File: config.mk
export PLATFORM = sky130hd
export DESIGN_NAME = inst_fetch
export DESIGN_NICKNAME = d
export VERILOG_FILES = /design/src/rtl/inst_fetch.sv
export SDC_FILE = /design/constraint.sdc
export NUM_CORES = 2
export LEC_CHECK = 0
export BUFFER_PORTS_ARGS = -buffer_cell sky130_fd_sc_hd__buf_2
export CAP_MARGIN = 20
export CORE_AREA = 2 2 437 765
export DETAILED_ROUTE_END_ITERATION = 10
export DIE_AREA = 0 0 439 767
export GPL_TIMING_DRIVEN = 0
export PLACE_DENSITY = 0.57
export SLEW_MARGIN = 0
export SYNTH_ARGS = -nofsm -noshare
export SYNTH_HDL_FRONTEND = slang
export SYNTH_SLANG_ARGS = --single-unit
File: constraint.sdc
create_clock -name clk -period 8.4 [get_ports clk]
set_input_delay 1.26 -clock clk [delete_from_list [all_inputs] [get_ports clk]]
set_output_delay 1.26 -clock clk [all_outputs]
set_load 0.005 [all_outputs]
File: src/rtl/inst_fetch.sv
// Instruction fetch unit: PC, direct-mapped one-word-line I-cache, static JAL / BHT branch prediction.
// Optional macro BHT_EN adds the 2-bit branch history table; without it branches predict not taken.
module inst_fetch #(
    parameter int ICACHE_LINES = 64,
    parameter int BHT_ENTRIES  = 256
) (
    input  logic        clk,
    input  logic        rst,
    input  logic        rdy,
    input  logic        stall_IF,
    input  logic        jp_wrong,
    input  logic [31:0] jp_target,
    input  logic        bp_upd,
    input  logic [31:0] bp_upd_pc,
    input  logic        bp_upd_taken,
    output logic        ins_flag,
    output logic [31:0] ins,
    output logic        jp_flag,
    output logic [31:0] jp_pc,
    output logic        mc_req,
    output logic [31:0] mc_addr,
    input  logic        mc_done,
    input  logic [31:0] mc_data
);

    localparam int IDX_W = $clog2(ICACHE_LINES);
    localparam int TAG_W = 30 - IDX_W;
    localparam int BHT_W = $clog2(BHT_ENTRIES);

    typedef enum logic [1:0] {RUN, WAIT, ABORT} state_t;

    state_t      state_reg, state_next;
    logic [31:0] pc_reg, pc_next;
    logic        ins_flag_reg, ins_flag_next;
    logic [31:0] ins_reg, ins_next;
    logic        jp_flag_reg, jp_flag_next;
    logic [31:0] jp_pc_reg, jp_pc_next;
    logic        mc_req_reg, mc_req_next;
    logic [31:0] mc_addr_reg, mc_addr_next;

    // Cache storage: valid bits are flops (cleared on reset), tag/data are plain RAM arrays.
    logic [ICACHE_LINES-1:0] valid_reg;
    logic [TAG_W-1:0]        tag_mem  [ICACHE_LINES];
    logic [31:0]             data_mem [ICACHE_LINES];

    logic [IDX_W-1:0] rd_idx;
    logic [IDX_W-1:0] fill_idx;
    logic             fill_en;
    logic             hit;
    logic [31:0]      hit_word;

    assign rd_idx   = pc_reg[IDX_W+1:2];
    assign fill_idx = mc_addr_reg[IDX_W+1:2];
    assign hit_word = data_mem[rd_idx];
    assign hit      = valid_reg[rd_idx] && (tag_mem[rd_idx] == pc_reg[31:IDX_W+2]);

    always_ff @(posedge clk) begin
        if (rst) begin
            valid_reg <= '0;
        end else if (fill_en) begin
            valid_reg[fill_idx] <= 1'b1;
        end
    end

    always_ff @(posedge clk) begin
        if (fill_en) begin
            tag_mem[fill_idx]  <= mc_addr_reg[31:IDX_W+2];
            data_mem[fill_idx] <= mc_data;
        end
    end

    logic bht_taken;

`ifdef BHT_EN
    logic [BHT_ENTRIES-1:0] bht_msb;
    logic [BHT_W-1:0]       bht_upd_idx;
    logic                   upd_unused;

    assign bht_upd_idx = bp_upd_pc[BHT_W+1:2];
    assign upd_unused  = ^{bp_upd_pc[31:BHT_W+2], bp_upd_pc[1:0]};

    genvar gi;
    generate
        for (gi = 0; gi < BHT_ENTRIES; gi++) begin : g_bht
            logic [1:0] cnt_reg;
            always_ff @(posedge clk) begin
                if (rst) begin
                    cnt_reg <= 2'b01;
                end else if (rdy && bp_upd && (bht_upd_idx == BHT_W'(gi))) begin
                    if (bp_upd_taken) begin
                        if (cnt_reg != 2'b11) cnt_reg <= cnt_reg + 2'd1;
                    end else begin
                        if (cnt_reg != 2'b00) cnt_reg <= cnt_reg - 2'd1;
                    end
                end
            end
            assign bht_msb[gi] = cnt_reg[1];
        end
    endgenerate

    // Combinational read: a same-cycle update lands at the edge, so lookups see the old value.
    assign bht_taken = bht_msb[pc_reg[BHT_W+1:2]];
`else
    logic bht_unused;
    assign bht_unused = ^{bp_upd, bp_upd_pc, bp_upd_taken};
    assign bht_taken  = 1'b0;
`endif

    // Next-PC prediction from the word sitting in the hit line.
    logic [31:0] j_imm, b_imm, pred_pc;
    logic        pred_taken;

    assign j_imm = {{11{hit_word[31]}}, hit_word[31], hit_word[19:12], hit_word[20], hit_word[30:21], 1'b0};
    assign b_imm = {{19{hit_word[31]}}, hit_word[31], hit_word[7], hit_word[30:25], hit_word[11:8], 1'b0};

    always_comb begin
        pred_taken = 1'b0;
        pred_pc    = pc_reg + 32'd4;
        if (hit_word[6:0] == 7'd111) begin
            pred_taken = 1'b1;
            pred_pc    = pc_reg + j_imm;
        end else if ((hit_word[6:0] == 7'd99) && bht_taken) begin
            pred_taken = 1'b1;
            pred_pc    = pc_reg + b_imm;
        end
    end

    always_ff @(posedge clk) begin
        if (rst) begin
            state_reg    <= RUN;
            pc_reg       <= '0;
            ins_flag_reg <= 1'b0;
            ins_reg      <= '0;
            jp_flag_reg  <= 1'b0;
            jp_pc_reg    <= '0;
            mc_req_reg   <= 1'b0;
            mc_addr_reg  <= '0;
        end else begin
            state_reg    <= state_next;
            pc_reg       <= pc_next;
            ins_flag_reg <= ins_flag_next;
            ins_reg      <= ins_next;
            jp_flag_reg  <= jp_flag_next;
            jp_pc_reg    <= jp_pc_next;
            mc_req_reg   <= mc_req_next;
            mc_addr_reg  <= mc_addr_next;
        end
    end

    always_comb begin
        state_next    = state_reg;
        pc_next       = pc_reg;
        ins_flag_next = ins_flag_reg;
        ins_next      = ins_reg;
        jp_flag_next  = jp_flag_reg;
        jp_pc_next    = jp_pc_reg;
        mc_req_next   = mc_req_reg;
        mc_addr_next  = mc_addr_reg;
        fill_en       = 1'b0;

        if (jp_wrong) begin
            ins_flag_next = 1'b0;
            jp_flag_next  = 1'b0;
            pc_next       = jp_target;
            // An outstanding read is always allowed to complete; its data still fills the line.
            if ((state_reg != RUN) && mc_done) begin
                fill_en     = 1'b1;
                mc_req_next = 1'b0;
                state_next  = RUN;
            end else if (state_reg == WAIT) begin
                state_next = ABORT;
            end
        end else if (rdy) begin
            case (state_reg)
                RUN: begin
                    if (!stall_IF) begin
                        if (hit) begin
                            ins_flag_next = 1'b1;
                            ins_next      = hit_word;
                            jp_pc_next    = pc_reg;
                            jp_flag_next  = pred_taken;
                            pc_next       = pred_pc;
                        end else begin
                            ins_flag_next = 1'b0;
                            mc_req_next   = 1'b1;
                            mc_addr_next  = pc_reg;
                            state_next    = WAIT;
                        end
                    end
                end
                WAIT, ABORT: begin
                    if (mc_done) begin
                        fill_en     = 1'b1;
                        mc_req_next = 1'b0;
                        state_next  = RUN;
                    end
                end
                default: state_next = RUN;
            endcase
        end
    end

    assign ins_flag = ins_flag_reg;
    assign ins      = ins_reg;
    assign jp_flag  = jp_flag_reg;
    assign jp_pc    = jp_pc_reg;
    assign mc_req   = mc_req_reg;
    assign mc_addr  = mc_addr_reg;

endmodule
==> metrics <==
outcome complete, but fails checks; failing checks negative setup slack; DR iter-0 viols about 13,000; core area 331,000 um^2; initial antenna violation count 38; Root Buffer clkbuf_16; CTS Buf Count roughly 340; Synth cell types 87; largest buffer count on any clock path 4; syn_nets ~7,400; Util after Layout 52.6%; routed len/inst 46.7 um; fin crit period between 8 and 9 ns; Die Wd 439 um; die area ~340,000 um^2; RSZ-0062 raised after global routing false; Req. time, crit path 9.22 ns; global route total overflow 0; CTS sink cnt 3,787; Power Dens Cells 226 nW/um^2; GRT Util Overall 35.4%; Synth async-reset ratio 0%; Netlist Area Pre-Place 148,000 um^2; Worst Tran Pin Value 1.28 ns; DR vias/cell 6.70; Remaining DRCs 0; largest net degree at the start of global routing 67; Final Skew 0.0739 ns; syn avg cell area about 20 um^2; Setup crit end kind flop; Site Rows 280; fin crit share 101%; CTS tree done; routed vias 85,900; port buffer count 166; Post-CTS Hold Fix Bufs 0; final wirelength 599 mm; Hold Path Class flop to flop; TritonRoute pass-1 iters 9; Fin. Hold Viols 0; Max Clk Rate around 120 MHz; max reg flops about 2,000; Max-slew headroom 12.0%; H-tree lvl count 5; Setup Viol. Count Final 3; Worst setup SP type flop; Final nets 8,283; #FFs+latches synth 3,787; GP Congestion 0.958; Worst-path clk slew 0.07 ns; vias in the first global route 83,800; worst-path fanout max 10; Critical Path AT between 9 and 10 ns; layout cells sized above 1 between 20 and 30%; area added between synthesis and finish 17.5%; Power, Total between 30 and 40 mW; register area share after synthesis between 70 and 80%; Crit Path Category flop to flop; I/O pins roughly 200; Detail Placement HPWL around 430 mm; Synth Warn # 0; Post-synth EDFFs 3,584; Final Max Tran Viols 0; Initial Util 44.8%; setup slack after layout -0.0530 ns; clk_lat worst skew roughly 0.95 ns; number of max-cap violations 0; most used flip-flop cell after synthesis edfxtp_1; Max IR drop VDD 0.000156 V; global-route wire length before repair 783 mm; leak pwr roughly 52 nW; Syn Inst Count 7,246; Die Y 767 um; Final ANT Viol Nets 0
cell type report:
cell class,count,area (um^2)
clock inverters,177,1810
multi-input cells,2990,34900
plain buffers,424,2290
repair buffers,569,8800
flip-flops and latches,3787,112000
inverters,35,134
fillers,25900,157000
diodes,41,103
clock buffers,426,9060
well taps,4371,5470
through the flow:
step / cells / hold slack [ns] / setup TNS [ns] / worst slack, ns / area, um^2
floorplan: 7246 / 0.435 / 0 / 1.81 / 148000
global placement: 11800 / 0.442 / - / -4.60 / 155000
detailed placement: 12200 / 0.451 / -32.56 / -2.13 / 162000
CTS: 12700 / 0.466 / 0 / 0.00901 / 174000
global route: 12800 / 0.480 / 0 / 0.0440 / 174000
finish: 12800 / 0.461 / -0.106 / -0.0530 / 174000
cell usage in the layout, fill, tap and decap left out, types with 46 or more instances in the layout:
| master | instances |
|---|---|
| o21ai_0 | 122 |
| nor2_1 | 93 |
| clkinv_2 | 58 |
| buf_4 | 76 |
| o21a_1 | 74 |
| buf_12 | 288 |
| clkbuf_16 | 349 |
| clkbuf_1 | 230 |
| buf_2 | 253 |
| buf_16 | 46 |
| a22oi_1 | 130 |
| mux4_2 | 887 |
| edfxtp_1 | 3584 |
| mux2i_1 | 331 |
| mux2_2 | 51 |
| a21oi_1 | 145 |
| nand3_1 | 159 |
| clkbuf_2 | 60 |
| buf_8 | 60 |
| dfxtp_1 | 179 |
| nor2_4 | 64 |
| clkinv_1 | 55 |
| nand2_1 | 279 |
critical path, stage by stage (launching register included):
cell and delay, ns:
dfxtp_1 0.31, clkbuf_1 0.45, buf_2 0.36, buf_2 0.38, buf_2 0.64, buf_1 0.38, buf_8 0.24, clkbuf_2 0.75
clkbuf_2 0.51, mux4_2 0.40, buf_12 0.18, ha_1 0.26, inv_1 0.08, fa_1 0.21, nor2b_1 0.08, o2111ai_1 0.27
a41oi_1 0.29, a221o_1 0.52, a21oi_2 0.34, a31oi_1 0.26, a41oi_1 0.39, mux2i_1 0.39, a2111oi_0 0.15, or3_1 0.35
worst paths after layout:
| kind | start | end | slack [ns] | depth (start not counted) |
|---|---|---|---|---|
| setup / recovery | flop | pc_reg[29] | -0.05 | 23 |
| hold / removal | mc_addr[0] | mc_addr[0] | 0.46 | 2 |
| setup reg to reg | flop | pc_reg[29] | -0.05 | 23 |
| hold reg to reg | mc_addr[0] | mc_addr[0] | 0.46 | 2 |
where the power goes:
group | switching (mW) | total (mW) | internal [mW]
registers | 0.0412 | 20.6 | 20.6
logic | 1.93 | 2.87 | 0.947
clock network | 7.17 | 15.9 | 8.72
routing by layer:
layer  up-vias  global-route usage [%]  share of wire, %
met5         -                       0            0.0097
met4        10                    29.1                10
met3      1898                    7.26               9.1
met2      6176                    59.0                49
met1     45800                    39.0                31
li1      32000                       -                 -
cells by family (layout without fill, tap and decap cells):
kind of cell | count (synthesis) | in the layout | synth area share, %
AOI/OAI and AO/OA | 749 | 749 | 3.43
xor gates and xnor gates | 57 | 57 | 0.337
adders and majority gates | 34 | 34 | 0.292
buffers and inverters | 469 | 1631 | 1.54
DFF | 3787 | 3787 | 75.3
muxes | 1278 | 1278 | 16.2
other | 0 | 41 | 0
and+or+nand+nor | 872 | 872 | 2.84
timing repair:
action	4_1_cts	5_1_grt
setup endpoints to repair	32	11
gates resized for setup	74	33
buffers inserted	3	0
pin swaps	0	0
cells in the mapped netlist, types with 33 or more instances:
cell / number / area, um^2
o21ai_0: 123 / 616
nor3_1: 41 / 205
and3_1: 37 / 231
clkbuf_1: 217 / 815
a21oi_1: 146 / 731
mux2_2: 51 / 574
nand4_1: 41 / 257
a31oi_1: 33 / 206
nand3_1: 159 / 796
a22oi_1: 130 / 976
edfxtp_1: 3584 / 108000
xnor2_1: 40 / 350
mux4_2: 887 / 20000
mux2i_1: 331 / 3310
buf_4: 56 / 420
buf_2: 109 / 546
nand2_1: 279 / 1050
o21a_1: 74 / 556
dfxtp_1: 203 / 4060
ha_1: 33 / 413
nor2_1: 163 / 612
nor2b_1: 35 / 219
No activity file was read; power rests on OpenSTA's default activity.
